`src/rtl/coreport_irq_svc.sv`:
```
// Interrupt service sequencer for a coreport GPIO port. On irq it reads IFR over Wishbone,
// clears IFR, and queues the non-zero flag snapshot into a small event FIFO.
module coreport_irq_svc #(
  parameter int          WIDTH       = 8,
  parameter logic [31:0] BASE_ADR    = 32'h0000_0000,
  parameter int          FIFO_DEPTH  = 4,
  parameter int          READ_DLY    = 1,
  parameter int          HOLDOFF     = 2,
  parameter int          ACK_TIMEOUT = 15
) (
  input  logic                          wb_clk,
  input  logic                          wb_rst_n,
  input  logic                          enable,
  input  logic                          irq_i,
  output logic [31:0]                   m_adr_o,
  output logic [WIDTH-1:0]              m_dat_o,
  input  logic [WIDTH-1:0]              m_dat_i,
  output logic                          m_we_o,
  output logic                          m_cyc_o,
  output logic                          m_stb_o,
  output logic [2:0]                    m_cti_o,
  output logic [1:0]                    m_bte_o,
  input  logic                          m_ack_i,
  input  logic                          m_err_i,
  output logic                          evt_valid,
  output logic [WIDTH-1:0]              evt_data,
  input  logic                          evt_ready,
  output logic [$clog2(FIFO_DEPTH):0]   evt_level,
  output logic                          evt_overflow,
  output logic                          bus_fault,
  input  logic                          sticky_clr,
  output logic                          busy
);

  localparam int          AW        = $clog2(FIFO_DEPTH);
  localparam int          LW        = AW + 1;
  localparam logic [31:0] IFR_ADR   = BASE_ADR + 32'h0000_000C;
  localparam bit          ZERO_DLY  = (READ_DLY == 0);
  localparam logic [7:0]  DLY_LAST  = 8'((READ_DLY > 0) ? READ_DLY - 1 : 0);
  localparam logic [7:0]  HOLD_LAST = 8'(HOLDOFF - 1);
  localparam logic [7:0]  TO_LAST   = 8'(ACK_TIMEOUT - 1);

  typedef enum logic [2:0] {
    S_IDLE, S_RD, S_RDLAT, S_WR, S_PUSH, S_HOLD
  } state_t;

  state_t           r_state, w_state_nxt;
  logic [7:0]       r_cnt;
  logic [WIDTH-1:0] r_flags;
  logic             r_overflow, r_bus_fault;

  logic [WIDTH-1:0] r_mem [FIFO_DEPTH];
  logic [AW-1:0]    r_wr_ptr, r_rd_ptr;
  logic [LW-1:0]    r_level;

  logic w_stb, w_fault, w_sample, w_full, w_pop, w_push, w_ovf_set;

  // Shared per-state counter: stall cycles in RD/WR, latency in RDLAT, quiet time in HOLD.
  assign w_stb    = (r_state == S_RD) || (r_state == S_WR);
  assign w_fault  = w_stb && (m_err_i || (!m_ack_i && (r_cnt == TO_LAST)));
  assign w_sample = (r_state == S_RDLAT && r_cnt == DLY_LAST) ||
                    (ZERO_DLY && r_state == S_RD && m_ack_i && !w_fault);

  // State register
  always_ff @(posedge wb_clk) begin
    // NOTE: sequential state uses non-blocking assignments so every register samples pre-edge values.
    if (!wb_rst_n) begin
      r_state <= S_IDLE;
      r_cnt   <= 8'd0;
    end else begin
      r_state <= w_state_nxt;
      r_cnt   <= (w_state_nxt != r_state) ? 8'd0 : r_cnt + 8'd1;
    end
  end

  // Next-state logic
  always_comb begin
    // NOTE: default assignment first so no path through this block infers a latch.
    w_state_nxt = r_state;
    unique case (r_state)
      S_IDLE:  if (enable && irq_i) w_state_nxt = S_RD;
      S_RD: begin
        if (w_fault)      w_state_nxt = S_IDLE;
        else if (m_ack_i) begin
          if (ZERO_DLY)   w_state_nxt = (m_dat_i != '0) ? S_WR : S_IDLE;
          else            w_state_nxt = S_RDLAT;
        end
      end
      S_RDLAT: if (r_cnt == DLY_LAST) w_state_nxt = (m_dat_i != '0) ? S_WR : S_IDLE;
      S_WR: begin
        if (w_fault)      w_state_nxt = S_IDLE;
        else if (m_ack_i) w_state_nxt = S_PUSH;
      end
      S_PUSH:  w_state_nxt = S_HOLD;
      S_HOLD:  if (r_cnt == HOLD_LAST) w_state_nxt = S_IDLE;
      default: w_state_nxt = S_IDLE;
    endcase
  end

  // Bus and status outputs
  always_comb begin
    m_cyc_o = 1'b0;
    m_stb_o = 1'b0;
    m_we_o  = 1'b0;
    m_adr_o = 32'd0;
    busy    = (r_state != S_IDLE);
    if (w_stb) begin
      m_cyc_o = 1'b1;
      m_stb_o = 1'b1;
      m_we_o  = (r_state == S_WR);
      m_adr_o = IFR_ADR;
    end
  end

  assign m_dat_o = '0;
  assign m_cti_o = 3'b000;
  assign m_bte_o = 2'b00;

  always_ff @(posedge wb_clk) begin
    if (!wb_rst_n)     r_flags <= '0;
    else if (w_sample) r_flags <= m_dat_i;
  end

  // Event FIFO; a push in a full cycle only succeeds when the consumer pops in that cycle.
  assign w_full    = (r_level == LW'(FIFO_DEPTH));
  assign evt_valid = (r_level != '0);
  assign w_pop     = evt_valid && evt_ready;
  assign w_push    = (r_state == S_PUSH) && (!w_full || w_pop);
  assign w_ovf_set = (r_state == S_PUSH) && w_full && !w_pop;

  always_ff @(posedge wb_clk) begin
    if (!wb_rst_n) begin
      r_wr_ptr <= '0;
      r_rd_ptr <= '0;
      r_level  <= '0;
    end else begin
      if (w_push) r_wr_ptr <= r_wr_ptr + AW'(1);
      if (w_pop)  r_rd_ptr <= r_rd_ptr + AW'(1);
      case ({w_push, w_pop})
        2'b10:   r_level <= r_level + LW'(1);
        2'b01:   r_level <= r_level - LW'(1);
        default: r_level <= r_level;
      endcase
    end
  end

  // NOTE: storage has no reset; occupancy is tracked by the reset pointers and level alone.
  always_ff @(posedge wb_clk) begin
    if (w_push) r_mem[r_wr_ptr] <= r_flags;
  end

  assign evt_data  = evt_valid ? r_mem[r_rd_ptr] : '0;
  assign evt_level = r_level;

  // Sticky status: a set in the same cycle as sticky_clr wins.
  always_ff @(posedge wb_clk) begin
    if (!wb_rst_n) begin
      r_overflow  <= 1'b0;
      r_bus_fault <= 1'b0;
    end else begin
      if (w_ovf_set)       r_overflow <= 1'b1;
      else if (sticky_clr) r_overflow <= 1'b0;
      if (w_fault)         r_bus_fault <= 1'b1;
      else if (sticky_clr) r_bus_fault <= 1'b0;
    end
  end

  assign evt_overflow = r_overflow;
  assign bus_fault    = r_bus_fault;

endmodule

```
`config.mk`:
```
export PLATFORM = sky130hd
export DESIGN_NAME = coreport_irq_svc
export DESIGN_NICKNAME = d
export VERILOG_FILES = /design/src/rtl/coreport_irq_svc.sv
export SDC_FILE = /design/constraint.sdc
export NUM_CORES = 1
export LEC_CHECK = 0
export CORE_AREA = 3 3 82 84
export DETAILED_ROUTE_END_ITERATION = 10
export DIE_AREA = 0 0 85 87
export PLACE_DENSITY_LB_ADDON = 0.08
export SLEW_MARGIN = 20
export SYNTH_ARGS = -nofsm -noshare
export SYNTH_HDL_FRONTEND = slang
export SYNTH_SLANG_ARGS = --single-unit
```
`constraint.sdc`:
```
create_clock -name wb_clk -period 3.9 [get_ports wb_clk]
set_input_delay 0.585 -clock wb_clk [delete_from_list [all_inputs] [get_ports wb_clk]]
set_output_delay 0.585 -clock wb_clk [all_outputs]
set_load 0.1 [all_outputs]
```
==> impl_metrics.tcl <==
set metrics [dict create \
    max_freq_mhz 307 \
    layout_commonest_cell "conb_1" \
    outcome "complete, no violations" \
    final_cell_mix "conb_1, clkdlybuf4s50_1, edfxtp_1" \
    place_ws_ns 0.957 \
    highest_layer "met4" \
    endpoint_kind "output pin" \
    clkLatencyLatePin_ns 0.34 \
    die_h_microns 87 \
    cts_buffers 9 \
    fp-row-count 28 \
    clockBufferDepth 2 \
    ctsHoldBuffers 0 \
    area_growth_pct 11.7 \
    syn_inst 280 \
    place_congestion 0.750 \
    route.detailed.drc 0 \
    cts_resized 0 \
    path_max_fanout 8 \
    dp_hpwl_microns 3910 \
    slew_headroom_pct 34.6 \
    synth.distinct_cells 47 \
    core_area_sq_mm 0.00599 \
    synth_top_area_share_pct 30.2 \
    wl_met2_microns 2760 \
    cts.clk_slew.worst_paths_ns 0.07 \
    power.leakage_nw 1.35 \
    cts_tree "built" \
    wl_met3_microns 329 \
    synth_edf_count 32 \
    worstSetupPathType "reg2out" \
    grt_pass1_wl_microns 9090 \
    ios 79 \
    wl_met1_microns 2290 \
    grt_max_degree 24 \
    antennaDiodeCount 0 \
    die_area_sq_mm 0.00740 \
    rsz0062_at_grt "no" \
    start_util_pct 53.2 \
    setup_viol 0 \
    drt-initial-drc-count 81 \
    async_reset_ff_share_pct 0 \
    synth_area_leader_cell "edfxtp_1" \
    routedWlPerCell_microns 14.0 \
    syn-mean-instance-area_sq_um 11.4 \
    ys_seq_elements 62 \
    fin_crit_sh_pct 83.4 \
    grt-ovfl-total 0 \
    seq_area_frac_synth_pct 49.0 \
    vdd_drop_max_v 0.000205 \
    cts_setup_buffers 0 \
    synth_ff_type "edfxtp_1" \
    io_buffers 35 \
    maxSlewViolCount 0 \
    powerDensity_mw_per_mm2 404 \
    crit_required_ns 3.31 \
    worst_pin_slew_ns 0.978 \
    drtAntennaViolNets 0 \
    drv_cap 0 \
    drt_pass1_iterations 4 \
    layout-drive-gt1-share_pct 8.89 \
    syn-cell-area_sq_mm 0.00319 \
    fin_skew_ns 0.00722 \
    vias 1916 \
    crit_path_start_kind "register" \
    htree_levels 3 \
    regToRegSetupSlack_ns 1.51 \
    nets 335 \
    worstPathArrival_ns 2.67 \
    layout_setup_ws_ns 0.646 \
    total_power_mw 1.44 \
    grt_use_total_pct 16.2 \
    synth_warnings 0 \
    hold_path.class "reg2reg" \
    fin_tns_setup_ns 0 \
    period_minus_slack_ns 3.25 \
    die_w_microns 85 \
    grt_pass1_vias 1838 \
    num-fill-cells 505 \
    clockRootBuffer "clkbuf_8" \
    synth_area_leaders "edfxtp_1, dfxtp_1, buf_4" \
    antenna_found_initial 0 \
    viasPerCell 4.91 \
    routed_wl_microns 5460 \
    hold_viol_final 0 \
    clock-sinks 62 \
]
through the flow:
step | util [%] | instances | hold slack [ns] | instance area (sq um)
2_1_floorplan | - | 322 | 0.460 | 3340
3_3_place_gp | 56.6 | 374 | 0.471 | 3390
3_5_place_dp | 56.6 | 374 | 0.479 | 3390
4_1_cts | 59.4 | 390 | 0.489 | 3560
5_1_grt | 59.4 | 390 | 0.526 | 3560
6_report | 59.4 | 390 | 0.486 | 3560
synthesized netlist by cell type, types with 2 or more instances:
| master | n |
|---|---|
| ha_1 | 8 |
| o21a_1 | 2 |
| xnor2_1 | 6 |
| a21oi_1 | 5 |
| and3_1 | 3 |
| nor3b_1 | 2 |
| buf_4 | 46 |
| mux2i_1 | 9 |
| nand2_1 | 8 |
| or3_1 | 4 |
| o21ai_0 | 3 |
| a21boi_0 | 3 |
| edfxtp_1 | 32 |
| or4_1 | 2 |
| dfxtp_1 | 30 |
| xor2_1 | 5 |
| nor2b_1 | 12 |
| mux4_2 | 8 |
| o21bai_1 | 2 |
| inv_1 | 9 |
| nor2_1 | 16 |
| nand3_1 | 7 |
| clkbuf_1 | 9 |
| buf_2 | 3 |
| and2_1 | 19 |
| nand4_1 | 4 |
| o2111ai_1 | 3 |
report_power, final:
part / switching, mW / leakage [nW] / internal, mW
registers: 0.00795 / 0.548 / 0.685
logic: 0.233 / 0.719 / 0.0356
clock network: 0.249 / 0.0820 / 0.228
total: 0.490 / 1.35 / 0.948
cell families (layout without fill, tap and decap cells):
family | Yosys count | count (layout) | share of synthesized area, %
flip-flops | 62 | 62 | 49.0
buffers and inverters | 67 | 60 | 13.4
AND/OR/NAND/NOR | 86 | 86 | 15.9
XOR/XNOR | 11 | 11 | 3.02
AO/OA/AOI/OAI | 27 | 27 | 6.32
adder cells (fa/ha/maj) | 9 | 9 | 3.77
multiplexers | 17 | 17 | 8.48
other | 1 | 43 | 0.118
worst paths after layout:
check             startpoint      endpoint  cells after the start
setup / recovery    register   evt_data[3]                      3
hold reg to reg    bus_fault     bus_fault                      2
hold / removal     bus_fault     bus_fault                      2
setup reg to reg  r_state[0]  evt_level[2]                      7
state kept, by name, summed over array words and instances (netlist names), named ones only:
| signal | cells |
|---|---|
| r_mem | 32 |
| r_cnt | 8 |
| r_flags | 8 |
| evt_level | 3 |
| r_state | 3 |
| r_rd_ptr | 2 |
| r_wr_ptr | 2 |
| bus_fault | 1 |
| evt_overflow | 1 |
worst max-delay path, stage by stage, from the launching register on:
cell and delay, ns:
dfxtp_1 0.64, mux4_2 0.56, and2_1 0.17, clkdlybuf4s50_1 0.97
final cells by class:
| type | instances | area [sq um] | share of cell area (%) |
|---|---|---|---|
| Timing Repair Buffer | 35 | 348 | 9.77 |
| Sequential cell | 62 | 1560 | 43.9 |
| Inverter | 9 | 33.8 | 0.949 |
| Multi-Input combinational cell | 193 | 1360 | 38.1 |
| Clock buffer | 10 | 128 | 3.59 |
| Clock inverter | 6 | 38.8 | 1.09 |
| Tap cell | 75 | 93.8 | 2.64 |
routing by layer:
metal | vias to the layer above | global-route usage, %
li1 | 947 | -
met2 | 74 | 27.5
met4 | 0 | 7.91
met3 | 8 | 4.35
met5 | - | 0
met1 | 887 | 19.1
(Power assumes the default switching activity.)
